$ cat src/rtl/uart_pkg.sv
// Shared types and constants for the UART transmit scheduler.
// Latency: n/a (declarations only).
// Backpressure: n/a.
package uart_pkg;

  localparam int UART_DATA_W      = 8;
  localparam int BUSY_TIMEOUT_DEF = 16;

  typedef enum logic [2:0] {
    IDLE      = 3'd0,
    START     = 3'd1,
    WAIT_BUSY = 3'd2,
    WAIT_DONE = 3'd3,
    HOLD      = 3'd4
  } state_t;

endpackage

$ cat src/rtl/uart_rr_arbiter.sv
// Round-robin pick among byte producers, scanning from i_rr_ptr+1 with wrap.
// Latency: purely combinational.
// Backpressure: none; the caller decides when the pick is used.
module uart_rr_arbiter #(
  parameter int NUM_REQ = 4
) (
  input  logic [NUM_REQ-1:0]         i_valid,
  input  logic [$clog2(NUM_REQ)-1:0] i_rr_ptr,
  output logic [NUM_REQ-1:0]         o_grant,
  output logic [$clog2(NUM_REQ)-1:0] o_grant_id,
  output logic                       o_any_valid
);

  localparam int IDW = $clog2(NUM_REQ);

  logic           w_found;
  logic [IDW-1:0] w_idx;

  // Position k steps after p, wrapping at NUM_REQ (works for non power-of-two counts).
  function automatic logic [IDW-1:0] wrap_add(input logic [IDW-1:0] p, input int k);
    int s;
    s = int'(p) + k;
    if (s >= NUM_REQ) s = s - NUM_REQ;
    return IDW'(s);
  endfunction

  // First set valid after the pointer wins; the pointer itself is checked last.
  always_comb begin
    o_grant     = '0;
    o_grant_id  = '0;
    o_any_valid = |i_valid;
    w_found     = 1'b0;
    w_idx       = '0;
    for (int k = 1; k <= NUM_REQ; k++) begin
      w_idx = wrap_add(i_rr_ptr, k);
      if (!w_found && i_valid[w_idx]) begin
        w_found        = 1'b1;
        o_grant[w_idx] = 1'b1;
        o_grant_id     = w_idx;
      end
    end
  end

endmodule

$ cat src/rtl/uart_tx_scheduler.sv
// Shares one UART transmitter among NUM_REQ byte producers (round-robin, packet lock).
// Latency: req_valid sampled in IDLE at edge k -> tx_start/req_ready high in cycle k+1.
// Backpressure: producers hold their byte until req_ready; nothing starts while tx_busy=1.
module uart_tx_scheduler
  import uart_pkg::*;
#(
  parameter int NUM_REQ      = 4,
  parameter int BUSY_TIMEOUT = BUSY_TIMEOUT_DEF
) (
  input  logic                           clk,
  input  logic                           rst,
  input  logic [NUM_REQ-1:0]             req_valid,
  input  logic [UART_DATA_W*NUM_REQ-1:0] req_data,
  input  logic [NUM_REQ-1:0]             req_last,
  output logic [NUM_REQ-1:0]             req_ready,
  output logic                           tx_start,
  output logic [UART_DATA_W-1:0]         tx_data,
  input  logic                           tx_busy,
  output logic [$clog2(NUM_REQ)-1:0]     grant_id,
  output logic                           grant_lock,
  output logic                           timeout_err
);

  localparam int IDW  = $clog2(NUM_REQ);
  // Counter holds cycles elapsed since tx_start, so it must reach BUSY_TIMEOUT-1 (needs >= 2).
  localparam int CNTW = $clog2(BUSY_TIMEOUT + 1);

  state_t                  r_state;
  logic [IDW-1:0]          r_rr_ptr;
  logic [CNTW-1:0]         r_cnt;
  logic [UART_DATA_W-1:0]  r_tx_data;
  logic [IDW-1:0]          r_grant_id;
  logic                    r_grant_lock;
  logic                    r_tx_start;
  logic [NUM_REQ-1:0]      r_req_ready;
  logic                    r_timeout_err;

  logic [NUM_REQ-1:0]      w_win_onehot;
  logic [IDW-1:0]          w_win_id;
  logic                    w_any_valid;
  logic [UART_DATA_W-1:0]  w_win_data;
  logic                    w_win_last;
  logic                    w_own_valid;
  logic [UART_DATA_W-1:0]  w_own_data;
  logic                    w_own_last;
  logic [NUM_REQ-1:0]      w_own_onehot;

  uart_rr_arbiter #(
    .NUM_REQ (NUM_REQ)
  ) u_arb (
    .i_valid     (req_valid),
    .i_rr_ptr    (r_rr_ptr),
    .o_grant     (w_win_onehot),
    .o_grant_id  (w_win_id),
    .o_any_valid (w_any_valid)
  );

  // Lane of the arbitration winner, and lane of the current owner for locked packets.
  assign w_win_data   = req_data[int'(w_win_id)*UART_DATA_W +: UART_DATA_W];
  assign w_win_last   = req_last[w_win_id];
  assign w_own_valid  = req_valid[r_grant_id];
  assign w_own_data   = req_data[int'(r_grant_id)*UART_DATA_W +: UART_DATA_W];
  assign w_own_last   = req_last[r_grant_id];
  assign w_own_onehot = NUM_REQ'(1) << r_grant_id;

  // FSM: arbitrate, latch one byte, pulse tx_start, then track tx_busy with a timeout.
  always_ff @(posedge clk or posedge rst) begin
    if (rst) begin
      r_state       <= IDLE;
      r_rr_ptr      <= IDW'(NUM_REQ - 1);
      r_cnt         <= '0;
      r_tx_data     <= '0;
      r_grant_id    <= '0;
      r_grant_lock  <= 1'b0;
      r_tx_start    <= 1'b0;
      r_req_ready   <= '0;
      r_timeout_err <= 1'b0;
    end else begin
      r_tx_start    <= 1'b0;
      r_req_ready   <= '0;
      r_timeout_err <= 1'b0;
      case (r_state)
        IDLE: begin
          // tx_busy gate also covers a reset that landed in the middle of a frame.
          if (!tx_busy && w_any_valid) begin
            r_tx_data    <= w_win_data;
            r_grant_id   <= w_win_id;
            r_grant_lock <= ~w_win_last;
            r_tx_start   <= 1'b1;
            r_req_ready  <= w_win_onehot;
            r_state      <= START;
          end
        end
        START: begin
          r_cnt   <= CNTW'(1);
          r_state <= WAIT_BUSY;
        end
        WAIT_BUSY: begin
          if (tx_busy) begin
            r_state <= WAIT_DONE;
          end else if (r_cnt == CNTW'(BUSY_TIMEOUT - 1)) begin
            // Byte is dropped as sent; any open packet is abandoned.
            r_timeout_err <= 1'b1;
            r_grant_lock  <= 1'b0;
            r_rr_ptr      <= r_grant_id;
            r_state       <= IDLE;
          end else begin
            r_cnt <= r_cnt + CNTW'(1);
          end
        end
        WAIT_DONE: begin
          if (!tx_busy) begin
            if (!r_grant_lock) begin
              r_rr_ptr <= r_grant_id;
              r_state  <= IDLE;
            end else if (w_own_valid) begin
              r_tx_data    <= w_own_data;
              r_grant_lock <= ~w_own_last;
              r_tx_start   <= 1'b1;
              r_req_ready  <= w_own_onehot;
              r_state      <= START;
            end else begin
              r_state <= HOLD;
            end
          end
        end
        HOLD: begin
          // Locked owner keeps the transmitter; everyone else waits.
          if (w_own_valid) begin
            r_tx_data    <= w_own_data;
            r_grant_lock <= ~w_own_last;
            r_tx_start   <= 1'b1;
            r_req_ready  <= w_own_onehot;
            r_state      <= START;
          end
        end
        default: r_state <= IDLE;
      endcase
    end
  end

  assign req_ready   = r_req_ready;
  assign tx_start    = r_tx_start;
  assign tx_data     = r_tx_data;
  assign grant_id    = r_grant_id;
  assign grant_lock  = r_grant_lock;
  assign timeout_err = r_timeout_err;

endmodule

$ cat config.mk
export PLATFORM = sky130hd
export DESIGN_NAME = uart_tx_scheduler
export DESIGN_NICKNAME = d
export VERILOG_FILES = /design/src/rtl/uart_pkg.sv /design/src/rtl/uart_rr_arbiter.sv /design/src/rtl/uart_tx_scheduler.sv
export SDC_FILE = /design/constraint.sdc
export NUM_CORES = 1
export LEC_CHECK = 0
export ABC_AREA = 1
export BUFFER_PORTS_ARGS = -buffer_cell sky130_fd_sc_hd__buf_4
export CAP_MARGIN = 10
export CORE_ASPECT_RATIO = 0.75
export CORE_MARGIN = 2
export CORE_UTILIZATION = 45
export DETAILED_ROUTE_END_ITERATION = 16
export GPL_ROUTABILITY_DRIVEN = 0
export PLACE_DENSITY = 0.77
export SLEW_MARGIN = 5
export SYNTH_ARGS = -nofsm -noshare
export SYNTH_HDL_FRONTEND = slang
export SYNTH_SLANG_ARGS = --single-unit
$ cat constraint.sdc
create_clock -name clk -period 2.9 [get_ports clk]
set_input_delay 0.145 -clock clk [delete_from_list [all_inputs] [get_ports clk]]
set_output_delay 0.145 -clock clk [all_outputs]
set_load 0.1 [all_outputs]
Yosys cells after proc, flatten, opt, wreduce, memory -nomap -nowiden
Cells that the tools add are included.
- bitwise gates (word level): 5
- magnitude comparators: 14
- reductions and logical operators: 24
- add/subtract/negate cells: 9
- muxes and demuxes: 79
- shifts and indexed selects: 3
- equal/unequal tests: 14
- operators by type and width (operator ; count):
    32-bit by 6-bit variable part select with 8-bit output ; 2
    4-bit 2-to-1 mux ; 8
    8-bit 2-to-1 mux ; 4
    1-bit 2-to-1 mux ; 28
    2-bit 2-to-1 mux ; 12
    8-bit case mux with 3 select lines ; 1
    3-bit 2-to-1 mux ; 7
    2-bit by 3-bit < comparator with 1-bit output, second input constant ; 6
    2-bit inequality test, second input constant ; 8
    3-bit case mux with 5 select lines ; 1
    1-bit binary-select mux with 2-bit select ; 7
    4-bit OR ; 3
    4-bit case mux with 3 select lines ; 1
    5-bit 2-to-1 mux ; 2
    5-bit case mux with 2 select lines ; 1
    3-bit >= comparator, second input constant ; 3
    1-bit demux with 2-bit select ; 4
    2-bit by 1-bit >= comparator with 1-bit output, second input constant ; 4
    1-bit logical AND ; 8
    4-bit AND reduction ; 2
    2-bit by 1-bit subtractor with 2-bit output, second input constant ; 4
    2-bit by 2-bit adder with 3-bit output, second input constant ; 2
    3-bit by 2-bit equality test with 1-bit output, second input constant ; 2
    6-bit AND reduction ; 1
    22 further kinds ; 27
- word-level logic and storage cells: 157
- register bits: 27

Depth between registers and ports, before layout
- depth after elaboration: 20
- mapped depth: 18

Modules after synthesis
A second synthesis with hierarchy kept.
- cell total of the unflattened synthesis: 356
- area, all modules: 2416.1 um^2
- by module, submodules not included (module ; instances ; cells each ; area an instance (um^2)):
    uart_tx_scheduler ; 1 ; 273 ; 1854.3
    uart_rr_arbiter ; 1 ; 83 ; 561.8

Least setup slack after synthesis
Ideal clock, no wire load.
- path kind: reg2reg
- start: reg r_rr_ptr[0]
- end: reg r_tx_data[5], in the netlist tx_data[5]
- period minus slack after synthesis: 2.419 ns
- cell stages (with the launch flop): 19
- path buffers: 2
- path slack: 0.481 ns
- library setup time: 0.120 ns
- arrival time: 2.299 ns
- cell sequence: dfstp_2 -> buf_6 -> inv_8 -> ha_1 -> inv_1 -> nand3_4 -> nand2_4 -> nor2_4 -> nand2_1 -> nand2_1 -> nand2_4 -> nand3_4 -> nand2_4 -> buf_6 -> nand2_1 -> nand3_1 -> nand2_1 -> nand2_1 -> nand2_1
- word-level cells in the longest chain between the ends: 18
- elaborated cells between the ends (all ways): 40
- classes of those cells: add/sub: 8; order compare: 4; shift: 1; mux: 21; reduce/logical: 6
- ends and longest elaborated chain (what ; RTL line ; text):
    from (decl) ; uart_tx_scheduler.sv:29 ; logic [IDW-1:0] r_rr_ptr;
    from (signal assigned) ; uart_tx_scheduler.sv:70 ; r_rr_ptr <= IDW'(NUM_REQ - 1);
    from (signal assigned) ; uart_tx_scheduler.sv:105 ; r_rr_ptr <= r_grant_id;
    from (signal assigned) ; uart_tx_scheduler.sv:114 ; r_rr_ptr <= r_grant_id;
    2-bit by 1-bit adder with 3-bit output ; uart_rr_arbiter.sv:22 ; s = int'(p) + k;
    3-bit >= comparator or 2-bit by 1-bit subtractor with 2-bit output (tied branches) ; uart_rr_arbiter.sv:23 ; if (s >= NUM_REQ) s = s - NUM_REQ;
    2-bit 2-to-1 mux ; uart_rr_arbiter.sv:23 ;
    1-bit binary-select mux with 2-bit select ; uart_rr_arbiter.sv:36 ; if (!w_found && i_valid[w_idx]) begin
    1-bit 2-to-1 mux (implied by the code) ; uart_rr_arbiter.sv:36 ;
    1-bit 2-to-1 mux ; uart_rr_arbiter.sv:36 ;
    1-bit zero test ; uart_rr_arbiter.sv:36 ;
    1-bit logical AND ; uart_rr_arbiter.sv:36 ;
    (+2 left out) ; n/a ;
    1-bit logical AND ; uart_rr_arbiter.sv:36 ;
    1-bit 2-to-1 mux ; uart_rr_arbiter.sv:36 ;
    1-bit zero test ; uart_rr_arbiter.sv:36 ;
    1-bit logical AND ; uart_rr_arbiter.sv:36 ;
    2-bit 2-to-1 mux (*) ; uart_rr_arbiter.sv:36 ;
    32-bit by 6-bit variable part select with 8-bit output (*) ; uart_tx_scheduler.sv:59 ; assign w_win_data = req_data[int'(w_win_id)*UART_DATA_W +: UART_DATA_W];
    8-bit 2-to-1 mux (*) ; uart_tx_scheduler.sv:85 ; if (!tx_busy && w_any_valid) begin
    8-bit case mux with 3 select lines (*) ; uart_tx_scheduler.sv:82 ; case (r_state)
    to (signal assigned) ; uart_tx_scheduler.sv:86 ; r_tx_data <= w_win_data;
    to (signal assigned) ; uart_tx_scheduler.sv:117 ; r_tx_data <= w_own_data;
    to (signal assigned) ; uart_tx_scheduler.sv:130 ; r_tx_data <= w_own_data;
    to (decl) ; uart_tx_scheduler.sv:31 ; logic [UART_DATA_W-1:0] r_tx_data;
Mark *: on every way between the ends. The rest lies on a longest branch, timed or not. The select of a mux whose other input is x is not followed.
A chain may end at the register's enable or synchronous reset.

Final worst setup path
- start: reg r_rr_ptr[1]
- end: reg r_tx_data[0], in the netlist tx_data[0]
The elaborated chain is that of the path after synthesis.

==> flow_summary.json <==
{
  "status": "finished clean",
  "io_pins": 60,
  "rsz0062_at_grt": "false",
  "placementRows": 22,
  "drtIter0Drc": 194,
  "clk_latency_ps": 270,
  "period_minus_slack_ps": 2641,
  "drt-pass1-iter-count": 5,
  "slowest_stage": "dfstp_2",
  "grt_pass1_wl_um": 9991,
  "synth.distinct_cells": 35,
  "final_nets": 461,
  "cts_buffer_depth": 2,
  "syn_to_final_growth_pct": 23.49,
  "start_util": 0.4703,
  "tritoncts": "done",
  "die_y_um": 66.15,
  "worst_slew_pin_slew_ps": 1022,
  "die_area_sq_mm": 0.005745,
  "layout-drive-gt1-share": 0.2334,
  "r2r_start": "r_rr_ptr[1]$_DFFE_PP1P_",
  "slew_headroom": 0.3176,
  "yosysSeqAreaShare": 0.2927,
  "period_share": 0.9107,
  "grt_max_degree": 28,
  "diodes": 0,
  "r2r_end": "tx_data[0]$_DFFE_PP0P_",
  "hp-class": "input pin to async pin",
  "cts_hold_buf": 0,
  "slowest_delay_ps": 620,
  "fillers": 459,
  "yosysTopAreaCellShare": 0.2700,
  "hold_viol": 0,
  "netlist_top_cells_area": "dfrtp_1 (27%), nand2_1 (17%), nand3_1 (10%)",
  "avgSynthCellArea_sq_um": 6.697,
  "critPathCapture": "tx_data[0]$_DFFE_PP0P_",
  "vias": 2327,
  "grt-ovfl-total": 0,
  "grt_pass1_vias": 2187,
  "post_cts_buffers": 0,
  "multi_input_area_sq_mm": 0.001346,
  "r2r_slack_ps": 260,
  "via_per_inst": 4.983,
  "synth_edf_count": 0,
  "syn_nets": 399,
  "critPathMaxFanout": 17,
  "finalWirelength_um": 5786,
  "reg2reg_depth": 15,
  "drcViolationCount": 0,
  "critPathLaunchType": "flip-flop",
  "ant_nets": 0,
  "crit_start": "r_rr_ptr[1]$_DFFE_PP1P_",
  "critical_path.cell_chain": "inv_1, ha_1, inv_1, nand3_4, nand2_4, o21ai_1, nand2_1, nand2_4, nand3_4, nand2_4, nand2_1, nand3_1, nand2_1, nand2_1, nand2_1",
  "core_sq_mm": 0.004927,
  "cts_inserted_buffers": 3,
  "crit_top_cell": "nand2_1",
  "grt_use_total": 0.2153,
  "worst_path_dominant_cell_family": "simple AND/OR/NAND/NOR gates",
  "yosys_register_bits": 27,
  "crit_type": "flip-flop to flip-flop",
  "cts.sinks": 27,
  "synth_flop_cell": "dfrtp_1",
  "htreeDepth": 1,
  "setup_tns_ps": 0,
  "antenna_found_initial": 0,
  "skew_ps": 3.216,
  "ys_warn_count": 0,
  "register_area_sq_um": 678.2,
  "io_buffer_count": 59,
  "cp-end-kind": "flip-flop",
  "synth.most_common_cell": "nand2_1",
  "path_depth": 15,
  "root_buffer": "clkbuf_8",
  "worstPathArrival_ps": 2810,
  "synth_area_sq_mm": 0.002317,
  "async_flop_share": 1.000,
  "required_ps": 3070,
  "dpl.hpwl_um": 4813,
  "synthTopCellsByCount": "nand2_1 (105), inv_1 (61), nand3_1 (48)",
  "syn-instance-count": 346,
  "cts.clk_slew.worst_paths_ps": 90,
  "yosys.area.top_type": "dfrtp_1",
  "drv_slew": 0,
  "ctsResizeCount": 0,
  "die_width_um": 86.86,
  "wire_per_inst_um": 12.39,
  "fmax_mhz": 378.6,
  "critPathBufInv": 2,
  "maxCapViolCount": 0,
  "setup_viol": 0
}
-- per-layer routing --
metal	GRT usage	wire length [um]	share of wire
met5	0	0	0
met3	0.03121	485	0.084
met2	0.3368	2482	0.43
met4	0.02539	18	0.0031
met1	0.3218	2800	0.48
-- how the worst min path moves through the flow --
stage,cells past startpoint,end,start,slack [ps]
after detailed placement,2,tx_start$_DFF_PP0_,rst,460
after CTS,2,tx_start$_DFF_PP0_,rst,150
after global placement,2,tx_start$_DFF_PP0_,rst,450
after floorplan,1,grant_id[0]$_DFFE_PP0P_,rst,200
after global routing,2,tx_start$_DFF_PP0_,rst,190
final,2,tx_start$_DFF_PP0_,rst,110
-- cells by family (layout without fill, tap and decap cells) --
kind of cell	count (synthesis)	after routing	synth area share
AOI/OAI and AO/OA	32	32	0.08747
xor gates and xnor gates	1	1	0.003780
DFF	27	27	0.2927
adders and majority gates	10	10	0.05400
buffers and inverters	71	132	0.1263
and+or+nand+nor	205	205	0.4358
-- worst reg2reg max path, delay by kind of cell (launching register included) --
| family | cells | cell delay [ps] |
|---|---|---|
| compound gates | 1 | 150 |
| fa+ha+maj | 1 | 390 |
| buf+inv | 2 | 190 |
| flops | 1 | 620 |
| simple gates | 11 | 1190 |
-- placed cells by master, fill, tap and decap left out --
cell / netlist / routed
a22oi_1: 5 / 5
buf_4: 1 / 61
o21a_1: 1 / 1
ha_1: 10 / 10
clkbuf_8: 0 / 3
a21oi_1: 5 / 5
clkbuf_1: 0 / 1
o221ai_1: 1 / 1
a31oi_1: 2 / 2
nand3_2: 3 / 3
nand3_4: 3 / 3
xor2_1: 1 / 1
nor4_1: 1 / 1
nor2_1: 24 / 24
inv_1: 61 / 61
inv_2: 5 / 5
nand2_2: 6 / 6
nand2_4: 6 / 6
nand4_4: 1 / 1
o2111ai_1: 2 / 2
nor3_1: 3 / 3
o31ai_1: 2 / 2
o22ai_1: 4 / 4
dfstp_2: 2 / 2
nor2_2: 1 / 1
nand4_1: 1 / 1
a41oi_1: 1 / 1
o21ai_0: 6 / 6
nor2_8: 1 / 1
dfrtp_1: 25 / 25
nand2_1: 105 / 105
o21ai_1: 3 / 3
inv_8: 1 / 1
nor2_4: 2 / 2
nand3_1: 48 / 48
-- cell type report --
class                           instances  share of cell area
Multi-Input combinational cell        248              0.4705
Sequential cell                        27              0.2370
Timing Repair Buffer                   61              0.1600
Inverter                               67             0.09051
Tap cell                               60             0.02624
Clock buffer                            4             0.01574
-- state kept, by name, indices dropped and copies added, names as in the netlist --
name / flops
grant_id: 2
grant_lock: 1
r_cnt: 5
r_rr_ptr: 2
r_state: 3
req_ready: 4
timeout_err: 1
tx_data: 8
tx_start: 1
-- metrics by stage --
| stage | utilization | setup slack [ps] | cells | hold WS [ps] | area [sq um] |
|---|---|---|---|---|---|
| 4_1_cts | 0.5808 | 263.0 | 467 | 151.7 | 2861 |
| 6_report | 0.5808 | 258.9 | 467 | 114.8 | 2861 |
| 5_1_grt | 0.5808 | 52.18 | 467 | 191.0 | 2861 |
| 3_3_place_gp | 0.5716 | 372.9 | 463 | 446.7 | 2816 |
| 2_1_floorplan | - | 480.8 | 346 | 196.2 | 2317 |
| 3_5_place_dp | 0.5716 | 276.1 | 463 | 457.8 | 2816 |
Power is not shown: default switching activity piles up to over one toggle a cycle in this logic, so the estimate is an artifact.
